## src/rtl/qsys_lophilo_ctrl_pkg.sv

```systemverilog
// Shared types and constants for the Lophilo multi-channel power controller.
package qsys_lophilo_ctrl_pkg;

  typedef enum logic [2:0] {
    CH_OFF,
    CH_WAIT_SLOT,
    CH_ON,
    CH_FAULT,
    CH_RETRY_WAIT
  } ch_state_e;

  // Avalon-MM word addresses.
  localparam logic [1:0] ADDR_CTRL     = 2'd0;
  localparam logic [1:0] ADDR_STATUS   = 2'd1;
  localparam logic [1:0] ADDR_IRQ_MASK = 2'd2;
  localparam logic [1:0] ADDR_RSVD     = 2'd3;

  // CTRL byte lanes.
  localparam int LANE_PWR   = 0;
  localparam int LANE_HOE   = 8;
  localparam int LANE_LOE   = 16;
  localparam int LANE_RETRY = 24;

  // STATUS byte lanes.
  localparam int LANE_OC    = 0;
  localparam int LANE_ON    = 8;
  localparam int LANE_FAULT = 16;

endpackage

```

## src/rtl/qsys_lophilo_ch_fsm.sv

```systemverilog
// One power channel: OC synchroniser, debounce, retry timer and channel FSM.
module qsys_lophilo_ch_fsm
  import qsys_lophilo_ctrl_pkg::*;
#(
  parameter int DEBOUNCE_CYC = 16,
  parameter int RETRY_CYC    = 65536
) (
  input  logic clk_i,
  input  logic rst_i,
  input  logic ocn_i,
  input  logic pwr_req_i,
  input  logic hoe_req_i,
  input  logic loe_req_i,
  input  logic auto_retry_i,
  input  logic grant_i,
  output logic waiting_o,
  output logic on_o,
  output logic oc_o,
  output logic fault_set_o,
  output logic pwren_o,
  output logic hoe_o,
  output logic loe_o
);

  localparam int RW = (RETRY_CYC > 1) ? $clog2(RETRY_CYC) : 1;
  localparam logic [RW-1:0] RETRY_LAST = RW'(RETRY_CYC - 1);
  localparam logic [7:0]    DB_MAX     = 8'(DEBOUNCE_CYC);

  ch_state_e     state_q, state_d;
  logic          oc_meta_q, oc_sync_q;
  logic [7:0]    db_q, db_d;
  logic [RW-1:0] retry_q, retry_d;

  // State, synchroniser and counters; reset clears all of them.
  // NOTE: sequential state uses non-blocking assignments so every flop samples pre-edge values.
  always_ff @(posedge clk_i) begin
    if (rst_i) begin
      state_q   <= CH_OFF;
      oc_meta_q <= 1'b0;
      oc_sync_q <= 1'b0;
      db_q      <= '0;
      retry_q   <= '0;
    end else begin
      state_q   <= state_d;
      oc_meta_q <= ~ocn_i;
      oc_sync_q <= oc_meta_q;
      db_q      <= db_d;
      retry_q   <= retry_d;
    end
  end

  // Saturating debounce counter: counts while OC is high, clears when low.
  // NOTE: every always_comb output is given a default first so no latch is inferred.
  always_comb begin
    db_d = '0;
    if (oc_sync_q) db_d = (db_q == DB_MAX) ? db_q : db_q + 8'd1;
  end

  assign oc_o = (db_q == DB_MAX);

  // Next state; a dropped power request always wins, including over a grant.
  always_comb begin
    state_d     = state_q;
    fault_set_o = 1'b0;
    unique case (state_q)
      CH_OFF:       if (pwr_req_i) state_d = CH_WAIT_SLOT;
      CH_WAIT_SLOT: begin
        if (!pwr_req_i)   state_d = CH_OFF;
        else if (grant_i) state_d = CH_ON;
      end
      CH_ON: begin
        if (!pwr_req_i) state_d = CH_OFF;
        else if (oc_o) begin
          state_d     = CH_FAULT;
          fault_set_o = 1'b1;
        end
      end
      CH_FAULT: begin
        if (!pwr_req_i)        state_d = CH_OFF;
        else if (auto_retry_i) state_d = CH_RETRY_WAIT;
      end
      CH_RETRY_WAIT: begin
        if (!pwr_req_i)                state_d = CH_OFF;
        else if (retry_q == RETRY_LAST) state_d = CH_WAIT_SLOT;
      end
      default: state_d = CH_OFF;
    endcase
    retry_d = '0;
    if (state_q == CH_RETRY_WAIT && state_d == CH_RETRY_WAIT) retry_d = retry_q + RW'(1);
  end

  // Outputs decode the registered state, so PWREN rises the cycle ON is left.
  assign waiting_o = (state_q == CH_WAIT_SLOT);
  assign on_o      = (state_q == CH_ON);
  assign pwren_o   = ~on_o;
  assign hoe_o     = on_o & hoe_req_i;
  assign loe_o     = on_o & loe_req_i;

endmodule

```

## src/rtl/qsys_lophilo_multi_module_ctrl.sv

```systemverilog
// N-channel module power controller: Avalon-MM registers, staggered power-up
// sequencer, per-channel FSMs and a maskable over-current IRQ.
module qsys_lophilo_multi_module_ctrl
  import qsys_lophilo_ctrl_pkg::*;
#(
  parameter int NUM_CH       = 4,
  parameter int DEBOUNCE_CYC = 16,
  parameter int RETRY_CYC    = 65536,
  parameter int PWRUP_GAP    = 256
) (
  input  logic              csi_MCLK_clk,
  input  logic              rsi_MRST_reset,
  input  logic [1:0]        avs_Ctrl_address,
  input  logic [31:0]       avs_Ctrl_writedata,
  output logic [31:0]       avs_Ctrl_readdata,
  input  logic [3:0]        avs_Ctrl_byteenable,
  input  logic              avs_Ctrl_write,
  input  logic              avs_Ctrl_read,
  output logic              avs_Ctrl_waitrequest,
  output logic              ins_OC_irq,
  input  logic [NUM_CH-1:0] coe_OCN,
  output logic [NUM_CH-1:0] coe_PWREN,
  output logic [NUM_CH-1:0] coe_HOE,
  output logic [NUM_CH-1:0] coe_LOE
);

  localparam logic [7:0] CH_MASK = 8'((1 << NUM_CH) - 1);

  logic [31:0]       ctrl_q, ctrl_d;
  logic [7:0]        sticky_q, sticky_d, mask_q, mask_d, clr;
  logic [15:0]       gap_q, gap_d;
  logic              irq_q, found;
  logic [NUM_CH-1:0] wait_w, on_w, oc_w, fset_w, grant_w;
  logic              unused_read;

  // Reads are purely address-decoded; the strobe carries no information here.
  assign unused_read          = avs_Ctrl_read;
  assign avs_Ctrl_waitrequest = 1'b0;
  assign ins_OC_irq           = irq_q;

  for (genvar i = 0; i < NUM_CH; i++) begin : g_ch
    qsys_lophilo_ch_fsm #(
      .DEBOUNCE_CYC(DEBOUNCE_CYC),
      .RETRY_CYC   (RETRY_CYC)
    ) u_ch (
      .clk_i       (csi_MCLK_clk),
      .rst_i       (rsi_MRST_reset),
      .ocn_i       (coe_OCN[i]),
      .pwr_req_i   (ctrl_q[LANE_PWR + i]),
      .hoe_req_i   (ctrl_q[LANE_HOE + i]),
      .loe_req_i   (ctrl_q[LANE_LOE + i]),
      .auto_retry_i(ctrl_q[LANE_RETRY + i]),
      .grant_i     (grant_w[i]),
      .waiting_o   (wait_w[i]),
      .on_o        (on_w[i]),
      .oc_o        (oc_w[i]),
      .fault_set_o (fset_w[i]),
      .pwren_o     (coe_PWREN[i]),
      .hoe_o       (coe_HOE[i]),
      .loe_o       (coe_LOE[i])
    );
  end

  // Sequencer: lowest waiting channel wins once the inrush gap has expired.
  always_comb begin
    grant_w = '0;
    found   = 1'b0;
    if (gap_q == '0) begin
      for (int i = 0; i < NUM_CH; i++) begin
        if (wait_w[i] && !found) begin
          grant_w[i] = 1'b1;
          found      = 1'b1;
        end
      end
    end
    gap_d = gap_q;
    if (|grant_w)          gap_d = 16'(PWRUP_GAP - 1);
    else if (gap_q != '0)  gap_d = gap_q - 16'd1;
  end

  // Register writes; a fault entry beats a same-cycle W1C of its sticky bit.
  always_comb begin
    ctrl_d = ctrl_q;
    mask_d = mask_q;
    clr    = '0;
    if (avs_Ctrl_write) begin
      unique case (avs_Ctrl_address)
        ADDR_CTRL: begin
          for (int b = 0; b < 4; b++) begin
            if (avs_Ctrl_byteenable[b]) ctrl_d[8*b +: 8] = avs_Ctrl_writedata[8*b +: 8] & CH_MASK;
          end
        end
        ADDR_STATUS:   if (avs_Ctrl_byteenable[2]) clr = avs_Ctrl_writedata[LANE_FAULT +: 8] & CH_MASK;
        ADDR_IRQ_MASK: if (avs_Ctrl_byteenable[0]) mask_d = avs_Ctrl_writedata[7:0] & CH_MASK;
        default: ;
      endcase
    end
    sticky_d = (sticky_q & ~clr) | 8'(fset_w);
  end

  // Read mux.
  always_comb begin
    avs_Ctrl_readdata = '0;
    unique case (avs_Ctrl_address)
      ADDR_CTRL:     avs_Ctrl_readdata = ctrl_q;
      ADDR_STATUS:   avs_Ctrl_readdata = {8'h00, sticky_q, 8'(on_w), 8'(oc_w)};
      ADDR_IRQ_MASK: avs_Ctrl_readdata = {24'h0, mask_q};
      ADDR_RSVD:     avs_Ctrl_readdata = '0;
      default:       avs_Ctrl_readdata = '0;
    endcase
  end

  // Register file, gap counter and IRQ flop.
  always_ff @(posedge csi_MCLK_clk) begin
    if (rsi_MRST_reset) begin
      ctrl_q   <= '0;
      sticky_q <= '0;
      mask_q   <= '0;
      gap_q    <= '0;
      irq_q    <= 1'b0;
    end else begin
      ctrl_q   <= ctrl_d;
      sticky_q <= sticky_d;
      mask_q   <= mask_d;
      gap_q    <= gap_d;
      irq_q    <= |(sticky_q & mask_q);
    end
  end

endmodule

```

## config.mk

```make
export PLATFORM = sky130hd
export DESIGN_NAME = qsys_lophilo_multi_module_ctrl
export DESIGN_NICKNAME = d
export VERILOG_FILES = /design/src/rtl/qsys_lophilo_ctrl_pkg.sv /design/src/rtl/qsys_lophilo_ch_fsm.sv /design/src/rtl/qsys_lophilo_multi_module_ctrl.sv
export SDC_FILE = /design/constraint.sdc
export NUM_CORES = 1
export LEC_CHECK = 0
export ABC_AREA = 1
export BUFFER_PORTS_ARGS = -buffer_cell sky130_fd_sc_hd__buf_2
export CELL_PAD_IN_SITES_DETAIL_PLACEMENT = 1
export CELL_PAD_IN_SITES_GLOBAL_PLACEMENT = 1
export CORE_ASPECT_RATIO = 1.1
export CORE_MARGIN = 4
export CORE_UTILIZATION = 42
export DETAILED_ROUTE_END_ITERATION = 12
export PLACE_DENSITY = 0.82
export SETUP_SLACK_MARGIN = 0.05
export SLEW_MARGIN = 20
export SYNTH_ARGS = -nofsm -noshare
export SYNTH_HDL_FRONTEND = slang
export SYNTH_SLANG_ARGS = --single-unit
```

## constraint.sdc

```tcl
create_clock -name csi_MCLK_clk -period 1.9 [get_ports csi_MCLK_clk]
set_input_delay 0.19 -clock csi_MCLK_clk [delete_from_list [all_inputs] [get_ports csi_MCLK_clk]]
set_output_delay 0.19 -clock csi_MCLK_clk [all_outputs]
set_load 0.02 [all_outputs]
```

# Yosys cells after proc, flatten, opt, wreduce, memory -nomap -nowiden
# Cells that the tools add are included.
[totals] reg_bits=161 latchBits=0 ram_bits=0 mem_bits_ro=0 inputBits=46 out_inout_bits=46 n_memories=0
[classes] addsub=9 mul=0 n_div=0 order_cmp=0 eq_ne=31 n_shift=0 n_mux=68 bitwise=28 n_reduce_logical=34
[op_table] cell="$pmux W32 S4" n=1
[op_table] cell="$mux W3" n=36
[op_table] cell="$add A16 B1 Y16 const B" n=4
[op_table] cell="$eq A16 B16 Y1 const B" n=4
[op_table] cell="$pmux W3 S5" n=4
[op_table] cell="$add A8 B1 Y8 const B" n=4
[op_table] cell="$eq A8 B5 Y1 const B" n=4
[op_table] cell="$eq A3 B2 Y1 const B" n=8
[op_table] cell="$eq A3 B3 Y1 const B" n=8
[op_table] cell="$mux W1" n=21
[op_table] cell="$logic_not A16 Y1" n=1
[op_table] cell="$mux W4" n=4
[op_table] cell="$mux W8" n=2
[op_table] cell="$not A1 Y1" n=16
[op_table] cell="$reduce_bool A16 Y1" n=1
[op_table] cell="$reduce_or A2 Y1" n=8
[op_table] cell="$sub A16 B1 Y16 const B" n=1
[op_table] cell="$reduce_and A3 Y1" n=5
[op_table] cell="$eq A3 B1 Y1 const B" n=4
[op_table] cell="$logic_not A3 Y1" n=4
[op_table] cell="$and A1 B1 Y1" n=8
[op_table] cell="$and A8 B4 Y8" n=1
[op_table] cell="$and A8 B8 Y8" n=1
[op_table] cell="$not A8 Y8" n=1
[op_table] cell="10 further kinds" n=19

# Longest topological paths before layout
# Gate-level depths: netlist of run 1.
[logic_depth] depth_word=22 ltp_mapped=12 mapped_depth_nobuf=11

# Modules after synthesis
# From an unflattened synthesis of run 1, not the netlist that was laid out.
[hier_totals] hier_cells=1119 hier_area_um2=7971.4
[by_module_without_submodules] mod="qsys_lophilo_ch_fsm (g_ch[0].u_ch ...)" instances=3 cells_each=198 area_each_um2=1435.1 seq_area_each_um2=580.6
[by_module_without_submodules] mod="qsys_lophilo_multi_module_ctrl" instances=1 cells_each=327 area_each_um2=2229.6 seq_area_each_um2=820.8
[by_module_without_submodules] mod="qsys_lophilo_ch_fsm (g_ch[1].u_ch)" instances=1 cells_each=198 area_each_um2=1436.4 seq_area_each_um2=580.6

# Least setup slack after synthesis of run 1
# OpenSTA, ideal clock, no wires.
[synth_timing] path_type="reg-to-reg" startpoint="register gap_q[0]" endpoint="register gap_q[10]" setup_ns=0.117 arrival_time_ns=1.433 t_required_ns=1.783 slack_ns=0.351 stages_incl_launch_ff=13 path_buffers=1 synth_period_minus_slack_ns=1.549 cell_sequence="dfxtp_1 -> inv_1 -> ha_1 -> nand2_2 -> nor2_4 -> nand3_1 -> buf_6 -> nand2_2 -> inv_2 -> nand2_1 -> nor2_1 -> a21oi_1 -> nor2_1"
[synth_via] elab_chain_cells=3
[synth_rtl] element="start: declaration" line_no="qsys_lophilo_multi_module_ctrl.sv:31" text="logic [15:0] gap_q, gap_d;"
[synth_rtl] element="start signal: assignment" line_no="qsys_lophilo_multi_module_ctrl.sv:125" text="gap_q <= gap_d;"
[synth_rtl] element="branches (longest 3 deep; another with $sub A16 B1 Y16)"
# Parallel ways; which one is timed is not known.
# A chain may end at the register's enable or synchronous reset.

# Worst setup path after layout of run 1
[layout_timing] startpoint="register g_ch[2].u_ch.db_q[0]" endpoint="output avs_Ctrl_readdata[2]"
[layout_via] elab_chain_cells=2
[layout_rtl] element="start: declaration" line_no="qsys_lophilo_ch_fsm.sv:31" text="logic [7:0] db_q, db_d;"
[layout_rtl] element="start signal: assignment" line_no="qsys_lophilo_ch_fsm.sv:41" text="db_q <= '0;"
[layout_rtl] element="start signal: assignment" line_no="qsys_lophilo_ch_fsm.sv:47" text="db_q <= db_d;"
[layout_rtl] element="$eq A8 B5 Y1" line_no="qsys_lophilo_ch_fsm.sv:59" text="assign oc_o = (db_q == DB_MAX);"
[layout_rtl] element="$pmux W32 S4" line_no="qsys_lophilo_multi_module_ctrl.sv:104" text="unique case (avs_Ctrl_address)"
[layout_rtl] element="end: declaration" line_no="qsys_lophilo_multi_module_ctrl.sv:15" text="output logic [31:0] avs_Ctrl_readdata,"
# No other way between the ends. The select of a mux whose other input is x is not followed.

==> results.cfg, run 1 <==
[setup_path]
path_class = reg -> out
start_kind = flop
end_kind = primary output
critPathRequiredTime_ps = 1710
crit_fanout = 2
arrival_ps = 1680

[power_and_ir_drop]
peakVddDrop_uv = 807
p_total_uw = 8620
cellPowerDensity_nw_per_um2 = 946
power_leakage_uw = 0.00352

[cts]
cts_buffers = 17
htree_levels = 4
cts_buffer_depth = 2
clockRootBuffer = clkbuf_16
clk_pin_slew_worst_paths_ps = 70
cts_tree = yes
cts.sinks = 157
clock_latency_ps = 430

[place]
dp_hpwl_um = 14500
globalplace.congestion = 0.824
pre_cts_ws_ps = 95.4
portBuffers = 57
dp_cells = 1319

[yosys]
syn_inst = 1032
synth-xor-area-share = 0.0633
synth-simple-area-share = 0.293
netlist_area_sq_um = 7610
synth_compound_area_frac = 0.101
synth_ff_type = dfxtp_1
synth_edf_count = 0
ys_types = 44
yosysSeqAreaShare = 0.413
synth_top_family_by_area = simple AND/OR/NAND/NOR gates
yosys_warnings = 0
avgSynthCellArea_sq_um = 7.37
synth_seq_cells = 157
synth_adder_area_share = 0.0214
synthMuxAreaShare = 0
synth-async-reset-ratio = 0

[sta]
drv_slew = 0
hold_ws_ps = 22.2
worst_slack_ps = 33.8
period_share = 0.982
setup_violations = 0
fin_skew_ps = 10.7
tightest_slew_ps = 601
rsz0062_at_grt = true
hold_violations = 0
maxSlewHeadroom = 0.598
fmax_mhz = 536
period_minus_slack_ps = 1870

[run]
maxCapViolCount = 0

[grt]
grt_pass1_vias = 7143
antenna_found_initial = 0
grt_max_degree = 23
grt_first_pass_wirelength_um = 33700
grt_overflow_total = 0
grt_use_total = 0.206

[routing]
vias = 6980
ant_nets = 0
drc_errors = 0
viasPerCell = 5.07
drt_wl_total_um = 20800
routedWlPerCell_um = 15.1
drt-initial-drc-count = 253
dr.pass1.iters = 5

[layout]
synthToLayoutAreaGrowth_pct = 19.8
nets = 1185
drive_gt1_frac = 0.212
fillCellCount = 2320
diodes = 0
finalNonFillerCells = 1377

[die]
die_y_um = 149
initial_core_util = 0.429
boundaryPins = 92
core_area_sq_um = 17700
placementRows = 51
dieArea_sq_um = 20300
fp.dieW_um = 136

[status]
outcome = finished, final reports clean

[hold_path]
holdCritPathClass = in -> reg
[worst paths after layout]
path,startpoint,end,slack [ps],cells after the start
worst max register to register,gap_q[0],g_ch[3].u_ch.state_q[0],210,12
worst min register to register,g_ch[1].u_ch.oc_meta_q,g_ch[1].u_ch.oc_sync_q,400,2
worst min-delay path,avs_Ctrl_writedata[19],ctrl_q[19],20,3
worst max-delay path,g_ch[2].u_ch.db_q[0],avs_Ctrl_readdata[2],30,8
[metal layers]
layer,track usage,up-vias,wire (um)
li1,-,3478,-
met1,0.249,3377,9230
met2,0.369,98,10500
met3,0.0405,27,636
met4,0.0630,0,357
met5,0,-,0
[through the flow]
stage / setup TNS [ps] / util / instance area [sq um]
2_1_floorplan: 0 / - / 7670
4_1_cts: 0 / 0.501 / 8880
3_3_place_gp: 0 / 0.456 / 8090
3_5_place_dp: 0 / 0.456 / 8090
6_report: 0 / 0.514 / 9110
5_1_grt: -95.5 / 0.514 / 9110
[flip-flops by register name, indices dropped and copies added, names as in the netlist]
signal and cells:
g_ch.u_ch.retry_q 64, g_ch.u_ch.db_q 32, ctrl_q 16, gap_q 16, g_ch.u_ch.state_q 12, g_ch.u_ch.oc_meta_q 4, g_ch.u_ch.oc_sync_q 4, mask_q 4
sticky_q 4, ins_OC_irq 1
[cell usage after synthesis (11+ instances only)]
| library cell | count | area share |
|---|---|---|
| nor2_2 | 11 | 0.0090 |
| nand2_1 | 148 | 0.073 |
| nor3_1 | 24 | 0.016 |
| xor2_1 | 38 | 0.044 |
| nand4_1 | 15 | 0.012 |
| nor2_1 | 171 | 0.084 |
| xnor2_1 | 17 | 0.020 |
| a21oi_1 | 58 | 0.038 |
| ha_1 | 13 | 0.021 |
| o21ai_0 | 33 | 0.022 |
| inv_2 | 14 | 0.0069 |
| buf_4 | 31 | 0.031 |
| nand3_1 | 62 | 0.041 |
| dfxtp_1 | 157 | 0.41 |
| or2_2 | 11 | 0.0090 |
| inv_1 | 126 | 0.062 |
[cells by family after synthesis]
family,count (synthesis)
DFF,157
other,1
and+or+nand+nor,486
AOI/OAI and AO/OA,137
adders and majority gates,13
buffers and inverters,183
xor gates and xnor gates,55
[cell type report]
cell class / count / area, sq um / share of cell area
clock inverters: 14 / 110 / 0.0121
flip-flops and latches: 157 / 3160 / 0.347
repair buffers: 99 / 637 / 0.0699
multi-input cells: 710 / 3930 / 0.432
inverters: 141 / 529 / 0.0581
clock buffers: 18 / 439 / 0.0482
well taps: 238 / 298 / 0.0327
[placed cells by master (no fill, tap or decap), drive strengths merged, types with 2 or more instances in the layout]
cell,count
nor2,184
dfxtp,157
nand2,153
inv,144
buf,95
nand3,69
a21oi,58
o21ai,42
xor2,38
nor3,28
clkbuf,18
nand4,18
xnor2,17
conb,17
or2,16
ha,13
nor3b,10
o22ai,9
nor4,9
a211oi,7
clkinv,7
o31ai,4
o21bai,4
a31oi,4
clkinvlp,4
dlygate4sd3,4
o221ai,4
o211ai,2
[report_power, final]
group          internal (uW)  switching [uW]  leakage, uW
clock network           1720            1460     0.000260
registers               3450             150      0.00128
logic                    665            1170      0.00198
total                   5840            2780      0.00352
[what timing repair did]
| action | 4_1_cts | 5_1_grt |
|---|---|---|
| endpoints found under the setup margin | 8 | 65 |
| pin swaps | 2 | 6 |
| gates cloned | 0 | 2 |
| setup buffers | 12 | 8 |
| hold buffers | 4 | 0 |
| resized for setup | 38 | 39 |
| endpoints found under the hold margin | 4 | 0 |
[worst max-delay path: stages (launching register included)]
cell and delay (ps):
dfxtp_2 340, inv_2 80, ha_4 130, nand2_2 60
nor3_2 110, buf_4 160, nand2_1 60, o221ai_2 110
buf_4 190
Note: power is estimated with default switching activity, not from simulation.
==> run 2, diff against run 1 <==
--- a/config.mk
+++ b/config.mk
@@ -15,7 +15,6 @@
 export DETAILED_ROUTE_END_ITERATION = 12
 export PLACE_DENSITY = 0.82
 export SETUP_SLACK_MARGIN = 0.05
-export SLEW_MARGIN = 20
 export SYNTH_ARGS = -nofsm -noshare
 export SYNTH_HDL_FRONTEND = slang
 export SYNTH_SLANG_ARGS = --single-unit
==> constraint.sdc (replaced) <==
create_clock -name csi_MCLK_clk -period 2.1 [get_ports csi_MCLK_clk]
set_input_delay 0.21 -clock csi_MCLK_clk [delete_from_list [all_inputs] [get_ports csi_MCLK_clk]]
set_output_delay 0.21 -clock csi_MCLK_clk [all_outputs]
set_load 0.02 [all_outputs]
==> results.cfg, run 2 (synthesis gave the netlist of run 1 again) <==
[status]
outcome = finished, final reports clean

[setup_path]
path_class = reg -> out
crit_slowest_cell = dfxtp_2
crit_path_frequent_cell = nand2_1
critPathLaunch = g_ch[0].u_ch.db_q[0]
critPathRequiredTime_ps = 1890
crit_fanout = 4
end_kind = primary output
cp_top_family = flip-flops
timing.critical_path.buf_inv = 3
start_kind = flop
arrival_ps = 1780
crit_chain = inv_1 -> ha_1 -> nor3b_2 -> nand2_1 -> inv_2 -> nand2_1 -> o221ai_2 -> buf_4
max_stage_delay_ps = 360
crit_cells = 8
reg2reg_depth = 9
rr_startpoint = gap_q[0]

[cts]
clock_latency_ps = 430
cts_buffer_depth = 2
htree_levels = 4
clk_pin_slew_worst_paths_ps = 60
cts_tree = yes
cts.sinks = 157
cts_buffers = 17
clockRootBuffer = clkbuf_16

[grt]
grt_max_degree = 24
grt_pass1_vias = 6904
grt_first_pass_wirelength_um = 33200
grt_overflow_total = 0
grt_use_total = 0.203
antenna_found_initial = 0

[place]
globalplace.congestion = 0.883
portBuffers = 57
dp_hpwl_um = 14700
place_area_sq_um = 8060

[routing]
ant_nets = 0
drc_errors = 0
drt-initial-drc-count = 338
viasPerCell = 5.00
dr.pass1.iters = 4
vias = 6758
drt_wl_total_um = 19700
routedWlPerCell_um = 14.6

[die]
core_area_sq_um = 17700
initial_core_util = 0.429
dieArea_sq_um = 20300
die_y_um = 149
fp.dieW_um = 136
boundaryPins = 92
placementRows = 51

[layout]
fillCellCount = 2320
top_register = g_ch.u_ch.retry_q
nets = 1159
layout_commonest_cell = nor2_1
final-seq-area_sq_um = 3150
design_area_sq_um = 8780
post-route-util = 0.495
synthToLayoutAreaGrowth_pct = 15.4
final_cell_mix = 171 x nor2_1, 153 x dfxtp_1, 148 x nand2_1
diodes = 0
drive_gt1_frac = 0.155
largest_register_ffs = 64
multi_input_area_sq_um = 3770
top_regs = g_ch.u_ch.retry_q (64), g_ch.u_ch.db_q (32)

[sta]
rsz0062_at_grt = true
drv_slew = 0
hold_ws_ps = 38.7
fin_skew_ps = 8.61
hold_violations = 0
fmax_mhz = 502
period_minus_slack_ps = 1990
setup_violations = 0
maxSlewHeadroom = 0.604
period_share = 0.948
tightest_slew_ps = 590

[hold_path]
holdCritPathClass = in -> reg
hp-start = avs_Ctrl_writedata[16]
hold-path-cell-count = 3

[power_and_ir_drop]
power_leakage_uw = 0.00338
cellPowerDensity_nw_per_um2 = 910
peakVddDrop_uv = 766
p_total_uw = 7990

[run]
maxCapViolCount = 0
## run 2: cell count changes in the layout (fill, tap and decap cells not counted), sizes merged
cell and delta:
bufinv +2, buf -24, nand3 -1, clkinvlp -2
nand4 -1
## run 2: through the flow
step                setup slack [ps]  TNS [ps]  std cells
global route                   -32.1     -32.1       1351
CTS                             45.6         0       1351
floorplan                        551         0       1048
finish                           108         0       1351
detailed placement               203         0       1314
global placement                 327         0       1314
## run 2: final timing paths
| check | endpoint | slack, ps |
|---|---|---|
| max | avs_Ctrl_readdata[0] | 110 |
| min reg2reg | g_ch[3].u_ch.oc_sync_q | 410 |
| max reg2reg | gap_q[15] | 280 |
| min | ctrl_q[16] | 40 |
## run 2: layout make-up
class	count	area share
Clock inverter	14	0.0181
Inverter	141	0.0603
Clock buffer	18	0.0500
Timing Repair Buffer	75	0.0503
Sequential cell	157	0.358
Multi-Input combinational cell	708	0.429
Tap cell	238	0.0339
## run 2: power breakdown
group / internal [uW] / switching (uW) / leakage [uW]
Clock: 1800 / 1330 / 0.000288
Combinational: 555 / 1040 / 0.00182
Sequential: 3130 / 136 / 0.00127
Total: 5480 / 2510 / 0.00338
## run 2: worst reg2reg max path, cell delays in order (launching register included)
cell and delay, ps:
dfxtp_1 330, inv_1 110, ha_1 200, nand2_2 130
nor2_4 130, nand3_1 160, nor2_1 280, inv_2 100
nand2_2 190, nor3b_1 80
## run 2: repair_timing
action                     CTS  global route
hold endpoints to repair     4             0
gates resized for setup      5            17
hold buffers                 4             0
pin swaps                    1             2
setup endpoints to repair    4            10
setup buffers                1             0
## run 2: routing by layer
layer	vias to the layer above	track usage	wire (um)
met5	-	0	0
met4	0	0.0706	304
met3	24	0.0341	688
met2	100	0.351	9850
met1	3218	0.256	8860
li1	3416	-	-
==> run 3, diff against run 2 <==
--- a/config.mk
+++ b/config.mk
@@ -12,6 +12,7 @@
 export CORE_ASPECT_RATIO = 1.1
 export CORE_MARGIN = 4
 export CORE_UTILIZATION = 42
+export CTS_BUF_LIST = sky130_fd_sc_hd__clkbuf_16
 export DETAILED_ROUTE_END_ITERATION = 12
 export PLACE_DENSITY = 0.82
 export SETUP_SLACK_MARGIN = 0.05
==> results.cfg, run 3 (synthesis gave the netlist of run 1 again) <==
[sta]
fin_skew_ps = 7.45
period_share = 0.942
setup_violations = 0
hold_ws_ps = 41.6
drv_slew = 0
period_minus_slack_ps = 1980
fmax_mhz = 505
rsz0062_at_grt = true
maxSlewHeadroom = 0.607
tns_ps = 0
tightest_slew_ps = 585
hold_violations = 0

[layout]
fillCellCount = 2320
design_area_sq_um = 8770
top_register = g_ch.u_ch.retry_q
post-route-util = 0.494
nets = 1159
top_regs = g_ch.u_ch.retry_q (64), g_ch.u_ch.db_q (32)
layout_commonest_cell = nor2_1
finalNonFillerCells = 1351
synthToLayoutAreaGrowth_pct = 15.3
drive_gt1_frac = 0.155
final_cell_mix = 171 x nor2_1, 153 x dfxtp_1, 148 x nand2_1
diodes = 0
largest_register_ffs = 64

[power_and_ir_drop]
swShare = 0.314
power_leakage_uw = 0.00338
cellPowerDensity_nw_per_um2 = 905
peakVddDrop_uv = 758
switching_power_uw = 2490
seqPwrFrac = 0.411
clockPowerShare = 0.388
comb_power_share = 0.201
p_int_uw = 5450

[run]
maxCapViolCount = 0

[hold_path]
hp-start = avs_Ctrl_writedata[16]
holdCritPathClass = in -> reg
holdPathEnd = ctrl_q[16]
hold-path-cell-count = 3

[setup_path]
crit_fanout = 4
start_kind = flop
r2r_end = gap_q[15]
reg2reg_slack_ps = 300
rr_startpoint = gap_q[0]
path_class = reg -> out
arrival_ps = 1770
critPathRequiredTime_ps = 1890
reg2reg_depth = 9
end_kind = primary output

[die]
boundaryPins = 92
fp.dieW_um = 136
placementRows = 51
die_y_um = 149
initial_core_util = 0.429
dieArea_sq_um = 20300
core_area_sq_um = 17700

[cts]
clock_latency_ps = 430
clockRootBuffer = clkbuf_16
cts_buffer_depth = 2
htree_levels = 4
cts.sinks = 157
clk_pin_slew_worst_paths_ps = 60
cts_buffers = 17
cts_tree = yes

[place]
place_area_sq_um = 8060
portBuffers = 57
dp_cells = 1314
globalplace.congestion = 0.883
dp_hpwl_um = 14700

[grt]
antenna_found_initial = 0
grt_use_total = 0.203
grt_pass1_vias = 6908
grt_overflow_total = 0
grt_max_degree = 24
grt_first_pass_wirelength_um = 33100

[routing]
drt-initial-drc-count = 321
dr.pass1.iters = 4
routedWlPerCell_um = 14.5
viasPerCell = 4.99
vias = 6748
ant_nets = 0
drt_wl_total_um = 19600
drc_errors = 0

[status]
outcome = finished, final reports clean
==> run 3: worst max-delay path by stage <==
stage / startpoint / endpoint / slack (ps) / depth (start not counted)
floorplan: gap_q[0] / gap_q[10] / 550 / 12
global placement: g_ch[3].u_ch.retry_q[0] / g_ch[3].u_ch.retry_q[2] / 330 / 8
detailed placement: g_ch[3].u_ch.retry_q[0] / g_ch[3].u_ch.retry_q[2] / 200 / 8
CTS: g_ch[0].u_ch.db_q[0] / avs_Ctrl_readdata[0] / 50 / 8
global route: g_ch[0].u_ch.db_q[1] / avs_Ctrl_readdata[0] / -30 / 8
finish: g_ch[1].u_ch.db_q[0] / avs_Ctrl_readdata[1] / 120 / 7
==> run 3: metal layers <==
layer / vias to the layer above / share of wire / wire length (um) / global-route usage
met5: - / 0 / 0 / 0
met4: 0 / 0.016 / 320 / 0.0691
met3: 23 / 0.035 / 694 / 0.0341
met2: 99 / 0.50 / 9850 / 0.351
met1: 3209 / 0.45 / 8770 / 0.255
li1: 3417 / - / - / -
==> run 3: power groups by stage <==
stage / logic [uW] / registers, uW / clock network, uW
finish: 1590 / 3260 / 3080
global route: 1800 / 3280 / 3290
CTS: 1590 / 3260 / 3140
detailed placement: 1560 / 3320 / 0
global placement: 1500 / 3320 / 0
floorplan: 1180 / 3280 / 0
==> run 3: layout make-up <==
cell class	instances	area (sq um)	share of cell area
Clock buffer	17	425	0.0485
Timing Repair Buffer	75	442	0.0503
Multi-Input combinational cell	708	3770	0.429
Clock inverter	15	163	0.0185
Tap cell	238	298	0.0339
Sequential cell	157	3150	0.359
Inverter	141	529	0.0603
==> run 3: what timing repair did <==
item	CTS	global route
setup endpoints to repair	4	9
endpoints found under the hold margin	4	0
gates cloned	0	0
hold buffers	4	0
resized for setup	5	17
pin swaps	1	2
setup buffers	1	0
==> run 3: worst max-delay path, cell delays in order (launching register included) <==
cell	delay, ps
dfxtp_2	340
inv_1	60
ha_2	150
nand2_1	70
nor4_4	340
nand2_1	110
o221ai_2	90
buf_6	170
==> run 3: through the flow <==
stage	worst slack (ps)	power (uW)
6_report	121	7940
5_1_grt	-31.2	8370
4_1_cts	46.8	7990
3_5_place_dp	203	4880
3_3_place_gp	327	4820
2_1_floorplan	551	4460
